$ cat src/rtl/div32_seq.sv
// Sequential restoring radix-2 unsigned divider: one quotient bit per cycle,
// MSB first, with a single operation in flight at a time.
module div32_seq #(
  parameter int WIDTH = 32
) (
  input  logic             CLK,
  input  logic             RST,
  input  logic             in_valid,
  input  logic [WIDTH-1:0] dividend,
  input  logic [WIDTH-1:0] divisor,
  output logic             in_ready,
  output logic             out_valid,
  input  logic             out_ready,
  output logic [WIDTH-1:0] quotient,
  output logic [WIDTH-1:0] remainder,
  output logic             div_by_zero,
  output logic [1:0]       state_dbg
);

  localparam int CW = $clog2(WIDTH + 1);

  typedef enum logic [1:0] {
    S_IDLE = 2'd0,
    S_RUN  = 2'd1,
    S_DONE = 2'd2
  } state_t;

  // Handshake: an operand pair transfers on a rising edge with in_valid && in_ready;
  // a result transfers on a rising edge with out_valid && out_ready. Both ready/valid
  // outputs are registered, so a result edge never also accepts a new operand pair.

  state_t           state_q, state_d;
  logic [CW-1:0]    count_q, count_d;
  logic [WIDTH-1:0] dvd_q, dvd_d;
  logic [WIDTH-1:0] dsr_q, dsr_d;
  logic [WIDTH:0]   rem_q, rem_d;
  logic [WIDTH-1:0] quot_q, quot_d;
  logic [WIDTH-1:0] rmd_q, rmd_d;
  logic             dbz_q, dbz_d;
  logic             in_ready_q, in_ready_d;
  logic             out_valid_q, out_valid_d;

  logic [WIDTH+1:0] trial;
  logic             fits;
  logic [WIDTH:0]   step_rem;
  logic [WIDTH-1:0] step_dvd;

  always_comb begin
    // Shift the next dividend bit into the partial remainder and try a subtraction;
    // the dividend register doubles as the quotient accumulator.
    trial    = {rem_q, dvd_q[WIDTH-1]};
    fits     = (trial >= {2'b00, dsr_q});
    step_rem = fits ? WIDTH'(0) + (trial[WIDTH:0] - {1'b0, dsr_q}) : trial[WIDTH:0];
    step_dvd = {dvd_q[WIDTH-2:0], fits};

    state_d     = state_q;
    count_d     = count_q;
    dvd_d       = dvd_q;
    dsr_d       = dsr_q;
    rem_d       = rem_q;
    quot_d      = quot_q;
    rmd_d       = rmd_q;
    dbz_d       = dbz_q;
    in_ready_d  = in_ready_q;
    out_valid_d = out_valid_q;

    case (state_q)
      S_IDLE: begin
        if (in_valid && in_ready_q) begin
          dvd_d      = dividend;
          dsr_d      = divisor;
          rem_d      = '0;
          count_d    = '0;
          in_ready_d = 1'b0;
          if (divisor == '0) begin
            state_d     = S_DONE;
            quot_d      = '1;
            rmd_d       = dividend;
            dbz_d       = 1'b1;
            out_valid_d = 1'b1;
          end else begin
            state_d = S_RUN;
          end
        end
      end
      S_RUN: begin
        rem_d   = step_rem;
        dvd_d   = step_dvd;
        count_d = count_q + CW'(1);
        if (count_q == CW'(WIDTH - 1)) begin
          state_d     = S_DONE;
          quot_d      = step_dvd;
          rmd_d       = step_rem[WIDTH-1:0];
          dbz_d       = 1'b0;
          out_valid_d = 1'b1;
        end
      end
      S_DONE: begin
        if (out_ready) begin
          state_d     = S_IDLE;
          out_valid_d = 1'b0;
          in_ready_d  = 1'b1;
        end
      end
      default: begin
        state_d     = S_IDLE;
        out_valid_d = 1'b0;
        in_ready_d  = 1'b1;
      end
    endcase
  end

  always_ff @(posedge CLK) begin
    if (!RST) begin
      state_q     <= S_IDLE;
      count_q     <= '0;
      dvd_q       <= '0;
      dsr_q       <= '0;
      rem_q       <= '0;
      quot_q      <= '0;
      rmd_q       <= '0;
      dbz_q       <= 1'b0;
      in_ready_q  <= 1'b1;
      out_valid_q <= 1'b0;
    end else begin
      state_q     <= state_d;
      count_q     <= count_d;
      dvd_q       <= dvd_d;
      dsr_q       <= dsr_d;
      rem_q       <= rem_d;
      quot_q      <= quot_d;
      rmd_q       <= rmd_d;
      dbz_q       <= dbz_d;
      in_ready_q  <= in_ready_d;
      out_valid_q <= out_valid_d;
    end
  end

  assign in_ready    = in_ready_q;
  assign out_valid   = out_valid_q;
  assign quotient    = quot_q;
  assign remainder   = rmd_q;
  assign div_by_zero = dbz_q;
  assign state_dbg   = state_q;

endmodule

$ cat config.mk
export PLATFORM = sky130hd
export DESIGN_NAME = div32_seq
export DESIGN_NICKNAME = d
export VERILOG_FILES = /design/src/rtl/div32_seq.sv
export SDC_FILE = /design/constraint.sdc
export NUM_CORES = 1
export LEC_CHECK = 0
export ABC_AREA = 1
export ABC_CLOCK_PERIOD_IN_PS = 4600
export CORE_MARGIN = 2
export CORE_UTILIZATION = 40
export CTS_CLUSTER_SIZE = 40
export DETAILED_ROUTE_END_ITERATION = 10
export HOLD_SLACK_MARGIN = 0.03
export PLACE_DENSITY_LB_ADDON = 0.3
export SKIP_LAST_GASP = 1
export SLEW_MARGIN = 20
export SYNTH_ARGS = -nofsm -noshare
export SYNTH_HDL_FRONTEND = slang
export SYNTH_SLANG_ARGS = --single-unit
$ cat constraint.sdc
create_clock -name CLK -period 4.6 [get_ports CLK]
set_clock_uncertainty 0.2 [all_clocks]
set_input_delay 0.69 -clock CLK [delete_from_list [all_inputs] [get_ports CLK]]
set_output_delay 0.69 -clock CLK [all_outputs]
set_load 0.05 [all_outputs]
Yosys cells after proc, flatten, opt, wreduce, memory -nomap -nowiden
Cells that the tools add are included.
{ "word_totals": {"input_bits": 68, "word_cells": 61, "out_inout_bits": 69, "regBits": 172} }
{ "op_classes": {"n_lt_le_gt_ge": 1, "add_sub_neg": 2, "n_reduce_logical": 10, "n_bitwise": 1, "eq_ne": 7, "mux": 30} }
{ "op_table": {"columns": ["cell", "n"], "rows": [
  ["32-bit two-way mux", 7],
  ["32-bit one-hot mux with 2 select lines", 3],
  ["33-bit two-way mux", 2],
  ["33-bit one-hot mux with 2 select lines", 1],
  ["34-bit by 32-bit greater-or-equal comparator with 1-bit output", 1],
  ["33-bit by 32-bit subtractor with 33-bit output", 1],
  ["32-bit zero test", 1],
  ["6-bit one-hot mux with 2 select lines", 1],
  ["2-bit two-way mux", 4],
  ["2-bit != test (second input constant)", 4],
  ["4-bit AND reduction", 2],
  ["1-bit two-way mux", 7],
  ["6-bit by 1-bit adder with 6-bit output (second input constant)", 1],
  ["6-bit by 5-bit == test with 1-bit output (second input constant)", 1],
  ["6-bit two-way mux", 1],
  ["1-bit one-hot mux with 3 select lines", 2],
  ["2-bit one-hot mux with 3 select lines", 1],
  ["3-bit AND reduction", 2],
  ["2-bit AND reduction", 2],
  ["2-bit by 1-bit == test with 1-bit output (second input constant)", 1],
  ["2-bit == test (second input constant)", 1],
  ["2-bit zero test", 1],
  ["1-bit one-hot mux with 2 select lines", 1],
  ["2-bit nonzero test", 1],
  ["other kinds (2)", 2]
]} }

Longest topological paths before layout
Gate-level depths: netlist of the first run.
{ "logic_depth": {"word_depth": 4, "mapped_depth": 18, "depth_no_buf": 18} }

Worst setup path after synthesis of the first run
Ideal clock, no wire load.
{ "synth_path": {"path_kind": "register to register", "from": "reg state_q[0], in the netlist state_dbg[0]", "to": "reg quot_q[22], in the netlist quotient[22]", "stages_incl_launch_ff": 11, "required_time_ns": 4.283, "period_less_slack_ns": 2.187, "setup_time_ns": 0.117, "t_arrival_ns": 1.870, "path_slack_ns": 2.413, "cell_sequence": "dfxtp_1 inv_1 nor2_4 inv_2 o21ai_1 nor2_1 o21a_1 buf_4 buf_4 nor2_1 nor2_1"} }
{ "synth_via": {"elab_chain_cells": 3} }
{ "synth_lines": {"columns": ["item", "line_no", "rtl"], "rows": [
  ["start: declaration", "32", "state_t state_q, state_d;"],
  ["start signal: assignment", "126", "state_q <= state_d;"],
  ["2-bit by 1-bit == test with 1-bit output or 2-bit zero test (tied branches)", "67", "case (state_q)"],
  ["2-bit != test (no line) or 2-bit nonzero test (tied branches)", null, null],
  ["4-bit AND reduction (no line)", null, null],
  ["end signal: assignment", "131", "quot_q <= quot_d;"],
  ["end: declaration", "37", "logic [WIDTH-1:0] quot_q, quot_d;"]
]} }
Several ways; a longest one is shown, not always the timed one.
A chain may end at the register's enable or synchronous reset.

Worst setup path in the final report of the first run
{ "layout_path": {"from": "in divisor[0]", "to": "reg quot_q[0], in the netlist quotient[0]"} }
{ "layout_via": {"elab_chain_cells": 3} }
{ "layout_lines": {"columns": ["item", "line_no", "rtl"], "rows": [
  ["start: declaration", "10", "input logic [WIDTH-1:0] divisor,"],
  ["32-bit zero test", "75", "if (divisor == '0) begin"],
  ["2-bit != test (no line)", null, null],
  ["4-bit AND reduction (no line)", null, null]
]} }
Every way passes these cells.

==> reports/qor.txt, run 1 <==
status -> finished, final reports clean
root buf cell -> clkbuf_16
Syn Inst Count -> 1637
share of layout cells above drive strength 1 -> 5.629%
Seq cells post-synth -> 172
CP Buf/Inv Count -> 3
initial antenna violation count -> 0
combinational power share -> 65.0%
Row Count -> 58
gr ovfl total -> 0
Die H -> 164.4 microns
Core Area -> 0.02525 sq mm
synth cell count leaders -> 428 x nand2_1, 264 x inv_1, 228 x nor2_1
Clock Tree Buf Depth -> 2
P_sw -> 5.717 mW
power share of the clock group -> 13.8%
internal power -> 4.586 mW
PwrDens -> 835.7 mW/mm^2
critical path, cell by cell -> clkdlybuf4s50_1, nor2_1, nand4_1, nor3_1, o21a_2, buf_4, nand4_1, o211ai_1, inv_1
syn nets -> 1739
Synth async-reset ratio -> 0%
max_slew headroom -> 37.42%
Total Routing Usage GR -> 22.46%
Via Count -> 10.29k
Post-Layout Cell Count -> 2071
sequential element share of the synthesized area -> 33.45%
fin crit share -> 74.98%
count leader, synth -> nand2_1
CTS tree -> built
drt drc -> 0
final core occ -> 48.82%
Crit Path Max Fanout -> 67
syn_area_per_cell -> 6.288 sq um
actual slew at the worst max-slew pin -> 0.9374 ns
critical path launch point -> divisor[0]
Max stage delay cell, worst path -> nor3_1
worst endpoint required time -> 4.73 ns
gpl congestion -> 0.9106
CTS Buf Count -> 17
mapped cell area -> 0.01029 sq mm
largest delay contributor family on the critical path -> simple AND/OR/NAND/NOR gates
wire per inst -> 14.53 microns
fmax -> 289.9 MHz
clk_lat worst skew -> 0.44 ns
Sw Share -> 55.49%
vias in the first global route -> 9324
final hold viol count -> 0
antenna cell count -> 0
Hold Crit Start -> dsr_q[28]$_SDFFE_PN0P_
Slew Limit Fails -> 0
Setup Crit Path Kind -> input port to flip-flop
CP endpoint kind -> flip-flop
Synth area leaders -> dfxtp_1 33%, nand2_1 16%, inv_1 9.6%, nor2_1 8.3%, nand3_1 5.0%
Post-Route WL -> 30100 microns
peak supply drop -> 660.3 uV
Worst-path clk slew -> 0.07 ns
die outline width -> 164.4 microns
Final setup viols -> 0
slowest stage delay, CP -> 0.57 ns
via/cell ratio -> 4.970
Synth top area share -> 33.45%
fin crit period -> 3.449 ns
Post-CTS Setup Bufs -> 0
Starting Density -> 40.76%
# placed instances -> 2039
WP data arrival -> 3.58 ns
Post-CTS Resized -> 0
Layout Area Growth over Synthesis -> 19.78%
yosys warns -> 0
hold slack -> 0.2631 ns
1st-iter DRT viols -> 811
Setup TNS Final -> 0 ns
max-cap violations -> 0
Crit path top cell by count -> nand4_1
CTS H-tree lvls -> 4
buffers added on ports -> 136
r2r startpoint -> dvd_q[31]$_SDFFE_PN0P_
CTS Sinks -> 172
largest net degree at the start of global routing -> 77
LEAKAGE -> 6.123 nW
Yosys top cell by area -> dfxtp_1
half-perimeter wire length after placement -> 22520 microns
first-pass GRT wire length -> 47460 microns
Ports -> 137
RSZ-0062 raised after global routing -> false
First-pass DRT Iterations -> 5
number of synthesized flops with an enable pin -> 0
Hold Buf Count CTS -> 0
die area -> 0.02703 sq mm
sequential share of power -> 21.2%
Distinct cells, synth -> 38
remaining antenna violation count after routing -> 0
Startpoint Class -> input port
NumNets Final -> 1830
prevailing post-synth register cell -> dfxtp_1
worst hold path type -> flip-flop to flip-flop
-- registers in the layout (all words and copies together), names as in the netlist --
name,flops
quotient,32
state_dbg,2
remainder,32
out_valid,1
rem_q,33
in_ready,1
dvd_q,32
count_q,6
div_by_zero,1
dsr_q,32
-- worst reg2reg max path, cell delays in order (launching register included) --
cell and delay, ns:
dfxtp_1 0.36, inv_1 0.06, ha_1 0.19, inv_1 0.16, fa_1 0.31, nand3_1 0.12, nand3_2 0.14, nand2_2 0.08
nand2_2 0.09, nand3_4 0.37, nand2_8 0.47, nand3_2 0.14, nand3_1 0.16, nand2_1 0.07, inv_1 0.05
-- metal layers --
layer | part of all wire, % | vias up | global-route usage (%)
met1 | 46 | 4637 | 29.70
met3 | 4.8 | 43 | 3.240
met5 | 0 | - | 0
met2 | 47 | 298 | 37.37
met4 | 2.9 | 0 | 8.024
li1 | - | 5315 | -
-- placed cells by master, fill, tap and decap left out, types with 2 or more instances in the layout --
| cell type | synthesis | layout |
|---|---|---|
| nor3_1 | 10 | 10 |
| nor2_2 | 8 | 8 |
| a21oi_1 | 59 | 59 |
| inv_6 | 0 | 2 |
| nand3_2 | 30 | 30 |
| ha_1 | 33 | 33 |
| nand4_1 | 46 | 46 |
| xor2_1 | 15 | 15 |
| inv_8 | 0 | 4 |
| o21ai_0 | 102 | 102 |
| clkbuf_16 | 0 | 17 |
| nand3_1 | 103 | 103 |
| xnor2_1 | 2 | 2 |
| clkdlybuf4s50_1 | 0 | 135 |
| a31oi_1 | 31 | 31 |
| clkinvlp_4 | 0 | 3 |
| nand2_1 | 428 | 428 |
| and2_1 | 5 | 5 |
| o21bai_1 | 3 | 3 |
| buf_4 | 5 | 8 |
| nand2_2 | 6 | 6 |
| inv_2 | 7 | 8 |
| dfxtp_1 | 172 | 172 |
| clkinv_4 | 0 | 3 |
| inv_1 | 264 | 264 |
| nor2_1 | 228 | 228 |
-- path summary, 6_finish.rpt --
path	slack [ns]	end	cells past startpoint
setup / recovery	1.15	quotient[0]$_SDFFE_PN0P_	9
hold / removal	0.26	dsr_q[28]$_SDFFE_PN0P_	2
setup reg to reg	1.57	remainder[13]$_SDFFE_PN0P_	14
hold reg to reg	0.26	dsr_q[28]$_SDFFE_PN0P_	2
-- stage by stage --
step	power [mW]	worst slack [ns]	instance area, sq um
floorplan	7.446	2.413	10290
global placement	8.802	0.8950	11760
detailed placement	8.837	0.8451	11760
CTS	10.29	1.294	12330
global route	11.22	1.104	12330
finish	10.30	1.151	12330
-- cells by family after synthesis --
| logic type | count (synthesis) | synth area share (%) |
|---|---|---|
| xor+xnor | 17 | 1.447 |
| simple gates | 870 | 37.15 |
| fa+ha+maj | 34 | 4.206 |
| compound gates | 200 | 10.30 |
| flops | 172 | 33.45 |
| buf+inv | 344 | 13.46 |
-- cell type report --
type	count	area [sq um]
Clock buffer	19	442.9
Clock inverter	13	127.6
Fill cell	2598	12920
Inverter	273	1025
Multi-Input combinational cell	1121	5466
Sequential cell	172	3443
Tap cell	330	412.9
Timing Repair Buffer	143	1411
-- power groups by stage --
stage	Sequential, mW	Clock, mW	Combinational, mW
4_1_cts	2.18	1.44	6.66
3_5_place_dp	2.21	0	6.62
5_1_grt	2.22	1.49	7.50
2_1_floorplan	2.54	0	4.91
6_report	2.18	1.42	6.70
3_3_place_gp	2.21	0	6.59
No activity file was read; power rests on OpenSTA's default activity.
==> run 2, diff against run 1 <==
--- a/config.mk
+++ b/config.mk
@@ -6,7 +6,7 @@
 export NUM_CORES = 1
 export LEC_CHECK = 0
 export ABC_AREA = 1
-export ABC_CLOCK_PERIOD_IN_PS = 4600
+export ABC_CLOCK_PERIOD_IN_PS = 2800
 export CORE_MARGIN = 2
 export CORE_UTILIZATION = 40
 export CTS_CLUSTER_SIZE = 40
==> constraint.sdc (replaced) <==
create_clock -name CLK -period 2.8 [get_ports CLK]
set_clock_uncertainty 0.2 [all_clocks]
set_input_delay 0.42 -clock CLK [delete_from_list [all_inputs] [get_ports CLK]]
set_output_delay 0.42 -clock CLK [all_outputs]
set_load 0.05 [all_outputs]
==> reports/qor.txt, run 2 (synthesis results as in run 1) <==
die outline width -> 164.4 microns
Layout Area Growth over Synthesis -> 22.56%
fin crit period -> 2.635 ns
fin crit share -> 94.12%
status -> finished, final reports clean
WP data arrival -> 2.77 ns
largest net degree at the start of global routing -> 70
Worst-path clk slew -> 0.08 ns
final instance area -> 0.01262 sq mm
Placed Area -> 0.01199 sq mm
remaining antenna violation count after routing -> 0
antenna cell count -> 0
wire per inst -> 14.53 microns
commonest non-fill, non-tap cell in the layout -> nand2_1
initial antenna violation count -> 1
Core Area -> 0.02525 sq mm
RSZ-0062 raised after global routing -> false
end of the critical path -> remainder[31]$_SDFFE_PN0P_
max_slew headroom -> 44.50%
root buf cell -> clkbuf_16
Setup Crit Path Kind -> input port to flip-flop
Final setup viols -> 0
CP endpoint kind -> flip-flop
CTS Sinks -> 172
actual slew at the worst max-slew pin -> 0.8325 ns
Crit Path Max Fanout -> 33
Die H -> 164.4 microns
via/cell ratio -> 4.914
CTS tree -> built
max-cap violations -> 0
peak supply drop -> 1130 uV
Ports -> 137
1st-iter DRT viols -> 756
PwrDens -> 1395 mW/mm^2
half-perimeter wire length after placement -> 23520 microns
Total Routing Usage GR -> 22.91%
First-pass DRT Iterations -> 5
slowest stage delay, CP -> 0.43 ns
final hold viol count -> 0
FF-to-FF path depth -> 13
max FFs per register -> 33
worst endpoint required time -> 2.94 ns
Via Count -> 10.28k
setup slack, reg-to-reg -> 0.20 ns
worst hold path type -> input port to flip-flop
critical path launch point -> divisor[31]
CTS H-tree lvls -> 4
gr ovfl total -> 0
buffers added on ports -> 136
LEAKAGE -> 6.265 nW
Max stage delay cell, worst path -> clkdlybuf4s50_1
share of layout cells above drive strength 1 -> 7.204%
clk_lat worst skew -> 0.44 ns
drt drc -> 0
crit path setup slack, layout -> 0.1648 ns
Clock Tree Buf Depth -> 2
Reg with most FFs -> rem_q
r2r startpoint -> dsr_q[0]$_SDFFE_PN0P_
r2r endpoint -> rem_q[30]$_SDFFE_PN0P_
final core occ -> 49.96%
vias in the first global route -> 9566
Row Count -> 58
Slew Limit Fails -> 0
Starting Density -> 40.76%
first-pass GRT wire length -> 48670 microns
commonest non-fill, non-tap cells in the layout -> 428 x nand2_1, 264 x inv_1, 225 x nor2_1
worst slack, placed -> -0.3698 ns
die area -> 0.02703 sq mm
Post-Route WL -> 30400 microns
critical path, cell by cell -> clkdlybuf4s50_1, nor2_2, nand4_1, nor3_1, buf_4, o21a_2, inv_2, nor2_1, nand3_1, nand2_1, inv_1
Startpoint Class -> input port
CTS Buf Count -> 17
fmax -> 379.5 MHz
NumNets Final -> 1852
gpl congestion -> 0.9060
run 2: changes by cell type in the layout (fill, tap and decap cells not counted), moves of 3 or more:
cell,delta
buf_12,+5
buf_4,+16
nor2_2,+3
nor2_1,-3
clkinv_8,+3
clkinvlp_4,-3
run 2: final cells by class:
cell class	instances	area, sq um
clock buffer	18	439.2
clock inverter	14	165.2
fill	2610	12640
inverter	273	1025
multi-input combinational	1121	5488
sequential	172	3443
tap	330	412.9
timing repair buffer	165	1643
run 2: per-stage QoR:
stage | hold slack [ns] | power [mW] | setup TNS, ns | std cells
detailed placement | 0.2593 | 15.08 | -15.66 | 2061
floorplan | 0.2353 | 12.23 | 0 | 1637
CTS | 0.1678 | 17.54 | 0 | 2093
global route | 0.1907 | 19.15 | 0 | 2093
finish | 0.1791 | 17.60 | 0 | 2093
global placement | 0.2497 | 15.00 | -16.42 | 2061
run 2: how the worst min path moves through the flow:
stage | startpoint | endpoint | slack, ns | depth (start not counted)
6_report | RST | rem_q[16]$_SDFFE_PN0P_ | 0.18 | 3
5_1_grt | RST | rem_q[16]$_SDFFE_PN0P_ | 0.19 | 3
4_1_cts | RST | rem_q[16]$_SDFFE_PN0P_ | 0.17 | 3
3_5_place_dp | dsr_q[18]$_SDFFE_PN0P_ | dsr_q[18]$_SDFFE_PN0P_ | 0.26 | 2
3_3_place_gp | quotient[7]$_SDFFE_PN0P_ | quotient[7]$_SDFFE_PN0P_ | 0.25 | 2
2_1_floorplan | dsr_q[10]$_SDFFE_PN0P_ | dsr_q[10]$_SDFFE_PN0P_ | 0.24 | 2
run 2: where the power goes:
part	internal, mW	switching [mW]
Combinational	3.70	7.89
Sequential	3.09	0.499
Clock	1.23	1.19
run 2: worst max-delay path, delay by kind of cell:
kind / cells / cell delay [ns]
simple gates: 6 / 1.25
buf+inv: 4 / 0.93
compound gates: 1 / 0.17
run 2: repair_timing:
item	4_1_cts	5_1_grt
hold endpoints to repair	0	0
setup buffers	0	0
hold buffers	0	0
gates resized for setup	0	8
setup endpoints to repair	0	59
run 2: metal layers:
layer | part of all wire [%] | global-route usage, % | vias up
met1 | 47 | 30.38 | 4648
met2 | 47 | 39.24 | 243
met4 | 2.0 | 7.036 | 0
li1 | - | - | 5360
met3 | 4.4 | 2.436 | 33
met5 | 0 | 0 | -
